===== src/rtl/window_feeder.sv =====
// Serial pixel stream to parallel IMG_NB-wide window for 1-D MAC chains.
// Optional zero padding keeps one output window per input pixel.
module window_feeder #(
  parameter int IMG_WIDTH = 16,
  parameter int IMG_NB    = 3,
  parameter int ROW_LEN   = 8,
  parameter int PAD       = 0
) (
  input  logic                          clk,
  input  logic                          rst,
  input  logic [IMG_WIDTH-1:0]          pix,
  input  logic                          pix_valid,
  output logic                          pix_ready,
  output logic [IMG_WIDTH*IMG_NB-1:0]   img,
  output logic                          val,
  output logic                          last
);

  localparam int PADW = (PAD != 0) ? (IMG_NB - 1) / 2 : 0;
  localparam int WW   = IMG_WIDTH * IMG_NB;
  localparam int CW   = $clog2(ROW_LEN);
  localparam int FW   = $clog2(IMG_NB + 1);
  localparam int KW   = (PADW > 0) ? $clog2(PADW + 1) : 1;

  typedef enum logic {
    ROW,
    FLUSH
  } state_t;

  state_t               state;
  logic [WW-1:0]        win;
  logic [WW-1:0]        shifted;
  logic [IMG_WIDTH-1:0] shift_in;
  logic [CW-1:0]        col;
  logic [FW-1:0]        fill;
  logic [FW-1:0]        fill_nx;
  logic [KW-1:0]        kcnt;
  logic                 acc;
  logic                 row_end;

  assign pix_ready = (state == ROW) && !rst;
  assign acc       = pix_valid && pix_ready;
  assign row_end   = (col == CW'(ROW_LEN - 1));

  // Flush cycles push zeros in as the newest lane.
  always_comb begin
    shift_in = '0;
    if (state == ROW) shift_in = pix;
    shifted = {shift_in, win[WW-1:IMG_WIDTH]};
    fill_nx = fill;
    if (fill != FW'(IMG_NB)) fill_nx = fill + FW'(1);
  end

  always_ff @(posedge clk) begin
    if (rst) begin
      state <= ROW;
      win   <= '0;
      col   <= '0;
      fill  <= FW'(PADW);
      kcnt  <= '0;
      img   <= '0;
      val   <= 1'b0;
      last  <= 1'b0;
    end else begin
      val  <= 1'b0;
      last <= 1'b0;
      unique case (state)
        ROW: begin
          if (acc) begin
            win  <= shifted;
            col  <= col + CW'(1);
            fill <= fill_nx;
            if (fill_nx == FW'(IMG_NB)) begin
              val <= 1'b1;
              img <= shifted;
            end
            if (row_end) begin
              if (PADW == 0) begin
                last <= 1'b1;
                win  <= '0;
                col  <= '0;
                fill <= FW'(PADW);
              end else begin
                state <= FLUSH;
                kcnt  <= KW'(PADW);
              end
            end
          end
        end
        FLUSH: begin
          win  <= shifted;
          val  <= 1'b1;
          img  <= shifted;
          kcnt <= kcnt - KW'(1);
          // Restart shares the edge of the final zero shift.
          if (kcnt == KW'(1)) begin
            last  <= 1'b1;
            state <= ROW;
            win   <= '0;
            col   <= '0;
            fill  <= FW'(PADW);
          end
        end
        default: state <= ROW;
      endcase
    end
  end

endmodule


===== config.mk =====
export PLATFORM = sky130hd
export DESIGN_NAME = window_feeder
export DESIGN_NICKNAME = d
export VERILOG_FILES = /design/src/rtl/window_feeder.sv
export SDC_FILE = /design/constraint.sdc
export NUM_CORES = 1
export LEC_CHECK = 0
export BUFFER_PORTS_ARGS = -buffer_cell sky130_fd_sc_hd__buf_2
export CAP_MARGIN = 25
export CORE_ASPECT_RATIO = 0.8
export CORE_UTILIZATION = 45
export CTS_CLUSTER_SIZE = 10
export DETAILED_ROUTE_END_ITERATION = 10
export PLACE_DENSITY = 0.77
export SLEW_MARGIN = 10
export SYNTH_ARGS = -nofsm -noshare
export SYNTH_HDL_FRONTEND = slang
export SYNTH_SLANG_ARGS = --single-unit
export TNS_END_PERCENT = 100

===== constraint.sdc =====
create_clock -name clk -period 1.8 [get_ports clk]
set_input_delay 0.45 -clock clk [delete_from_list [all_inputs] [get_ports clk]]
set_output_delay 0.45 -clock clk [all_outputs]
set_load 0.1 [all_outputs]

==> flow_metrics.env <==
export IMPL_ioPinCount=70
export IMPL_hold_viol_final=0
export IMPL_critPathLaunch="state$_SDFF_PP0_"
export IMPL_cts_tree="yes"
export IMPL_netlist_area_um2=3400
export IMPL_worst_slew_pin_slew_ns=0.498
export IMPL_drv_slew=0
export IMPL_cts_hold_buf=0
export IMPL_syn_avg_cell_area_um2=9.43
export IMPL_syn_num_nets=383
export IMPL_hp_start="rst"
export IMPL_grt_pass1_wl_mm=12.0
export IMPL_rsz0062_at_grt="no"
export IMPL_skew_ns=0.00655
export IMPL_grt_remaining_overflow=0
export IMPL_path_cells="inv_1 -> nand2_1 -> inv_1 -> buf_12"
export IMPL_cts_setup_buffers=0
export IMPL_crit_type="reg -> out"
export IMPL_synth_edff_count=0
export IMPL_place_ws_ns=0.136
export IMPL_crit_fanout=6
export IMPL_synth_distinct_cells=33
export IMPL_core_um2=7090
export IMPL_drive_above_1_share=0.258
export IMPL_routedWlPerCell_um=13.9
export IMPL_cts_root_buf="clkbuf_8"
export IMPL_clock_sinks=89
export IMPL_grt_start_max_net_pins=50
export IMPL_cts_max_level=3
export IMPL_die_area_um2=7920
export IMPL_synthToLayoutAreaGrowth_pct=18.7
export IMPL_post_route_drc_count=0
export IMPL_clk_insertion_delay_late_ns=0.34
export IMPL_postLayoutCoreUtil=0.569
export IMPL_io_buffers=69
export IMPL_die_h_um=79.8
export IMPL_num_vias=2625
export IMPL_wirelength_mm=7.20
export IMPL_drtAntennaViolNets=0
export IMPL_yosysWarnings=0
export IMPL_hpwlAfterDp_mm=5.01
export IMPL_rr_endpoint="win[28]$_SDFFE_PP0P_"
export IMPL_fin_cells=517
export IMPL_relSlewSlack=0.670
export IMPL_routabilityCongestion=0.833
export IMPL_numCtsBuffers=9
export IMPL_cp_common_cell="inv_1"
export IMPL_critPathLaunchType="flop"
export IMPL_crit_arrival_ns=1.26
export IMPL_min_period_ns=1.71
export IMPL_drt_first_pass_iters=5
export IMPL_rrSetupSlack_ns=0.10
export IMPL_clkTransAtPathRegs_ns=0.08
export IMPL_reg2reg_depth=6
export IMPL_cpMaxStageDelayCell="dfxtp_1"
export IMPL_viasPerCell=5.08
export IMPL_clock_fmax_ghz=0.586
export IMPL_setup_violations=0
export IMPL_setup_tns_ns=0
export IMPL_fin_crit_sh=0.947
export IMPL_setup_worst_path_end_class="primary output"
export IMPL_drt_iter0_markers=97
export IMPL_async_flop_share=0
export IMPL_reg2reg_from="col[0]$_SDFFE_PP0P_"
export IMPL_seq_area_um2=1780
export IMPL_antennaDiodeCount=0
export IMPL_antenna_found_initial=0
export IMPL_ctsResizeCount=0
export IMPL_crit_path_end="pix_ready"
export IMPL_ir_worst_vdd_uv=455
export IMPL_fill_cells=662
export IMPL_initial_core_util=0.480
export IMPL_synth_seq_area_share=0.523
export IMPL_yosys_register_bits=89
export IMPL_synth_main_ff_cell="dfxtp_1"
export IMPL_multi_input_area_um2=1490
export IMPL_hp_class="in -> reg"
export IMPL_track_usage=0.195
export IMPL_leakagePower_uw=0.00186
export IMPL_required_ns=1.35
export IMPL_setup_slack_ns=0.0947
export IMPL_cap_viol_max_count=0
export IMPL_chipWidth_um=99.2
export IMPL_critPathMaxStageDelay_ns=0.34
export IMPL_grt_pass1_vias=2462
export IMPL_clockBufferDepth=2
export IMPL_dp_cells=503
export IMPL_rows=27
export IMPL_syn_inst=361
export IMPL_status="complete, no violations"
export IMPL_p_per_area_nw_per_um2=898
export IMPL_nets=449
==> synth_stat cells, types with 2 or more instances <==
master / n / share of area
a21oi_1: 33 / 0.049
a22o_1: 6 / 0.015
a22o_2: 10 / 0.029
a22oi_1: 2 / 0.0044
buf_1: 5 / 0.0055
buf_2: 7 / 0.010
buf_4: 3 / 0.0066
buf_6: 2 / 0.0066
clkbuf_1: 9 / 0.0099
dfxtp_1: 89 / 0.52
ha_1: 3 / 0.011
inv_1: 3 / 0.0033
mux2_2: 2 / 0.0066
mux2i_1: 32 / 0.094
nand2_1: 101 / 0.11
nand2b_1: 15 / 0.028
nand3b_1: 15 / 0.033
nor2_1: 4 / 0.0044
nor2b_1: 4 / 0.0073
o21ai_0: 3 / 0.0044
==> cell type report <==
type | instances | area share
Clock buffer | 11 | 0.0325
Tap cell | 87 | 0.0269
Sequential cell | 89 | 0.441
Inverter | 3 | 0.00279
Clock inverter | 3 | 0.0108
Timing Repair Buffer | 81 | 0.118
Multi-Input combinational cell | 243 | 0.368
==> report_power, final <==
| part | leakage (uW) | internal [uW] | switching [uW] |
|---|---|---|---|
| clock network | 0.0000892 | 628 | 639 |
| registers | 0.000722 | 2010 | 40.0 |
| logic | 0.00105 | 103 | 203 |
==> flip-flops by register name, indices dropped and copies added (netlist names) <==
name   flops
col        3
fill       2
img       48
kcnt       1
last       1
state      1
val        1
win       32
==> routing by layer <==
metal | global-route usage | wire [um] | up-vias
met5 | 0 | 0 | -
li1 | - | - | 1341
met2 | 0.281 | 3140 | 83
met1 | 0.270 | 3450 | 1199
met3 | 0.0639 | 553 | 2
met4 | 0.0706 | 51 | 0
==> through the flow <==
stage | hold slack (ns) | cell area (um2) | total power (uW)
after floorplan | 0.435 | 3400 | 2310
after global placement | 0.439 | 3860 | 2400
after detailed placement | 0.447 | 3860 | 2410
after CTS | 0.297 | 4040 | 3660
after global routing | 0.304 | 4040 | 3790
final | 0.311 | 4040 | 3630
==> cells in the final DEF, fill, tap and decap left out, types with 6 or more instances in the layout <==
cell	instances
a21oi_1	33
a22o_1	6
a22o_2	10
buf_2	68
buf_4	10
clkbuf_8	9
dfxtp_1	89
mux2i_1	32
nand2_1	101
nand2b_1	15
nand3b_1	15
==> critical path: cells and delay by family, from the launching register on <==
family	cells	cell delay, ns
buffers and inverters	3	0.48
flip-flops	1	0.34
AND/OR/NAND/NOR	1	0.10
==> worst min path at each step <==
stage	cells past startpoint	end	slack (ns)
floorplan	2	img[10]$_SDFFE_PP0P_	0.43
global placement	2	img[34]$_SDFFE_PP0P_	0.44
detailed placement	2	img[43]$_SDFFE_PP0P_	0.45
CTS	2	val$_SDFF_PP0_	0.30
global route	2	val$_SDFF_PP0_	0.30
finish	2	val$_SDFF_PP0_	0.31
==> logic make-up after synthesis <==
group / count (synthesis) / share of synthesized area
compound gates: 59 / 0.118
buf+inv: 29 / 0.0423
simple gates: 147 / 0.205
flops: 89 / 0.523
mux: 34 / 0.101
fa+ha+maj: 3 / 0.0110
(Power assumes the default switching activity.)
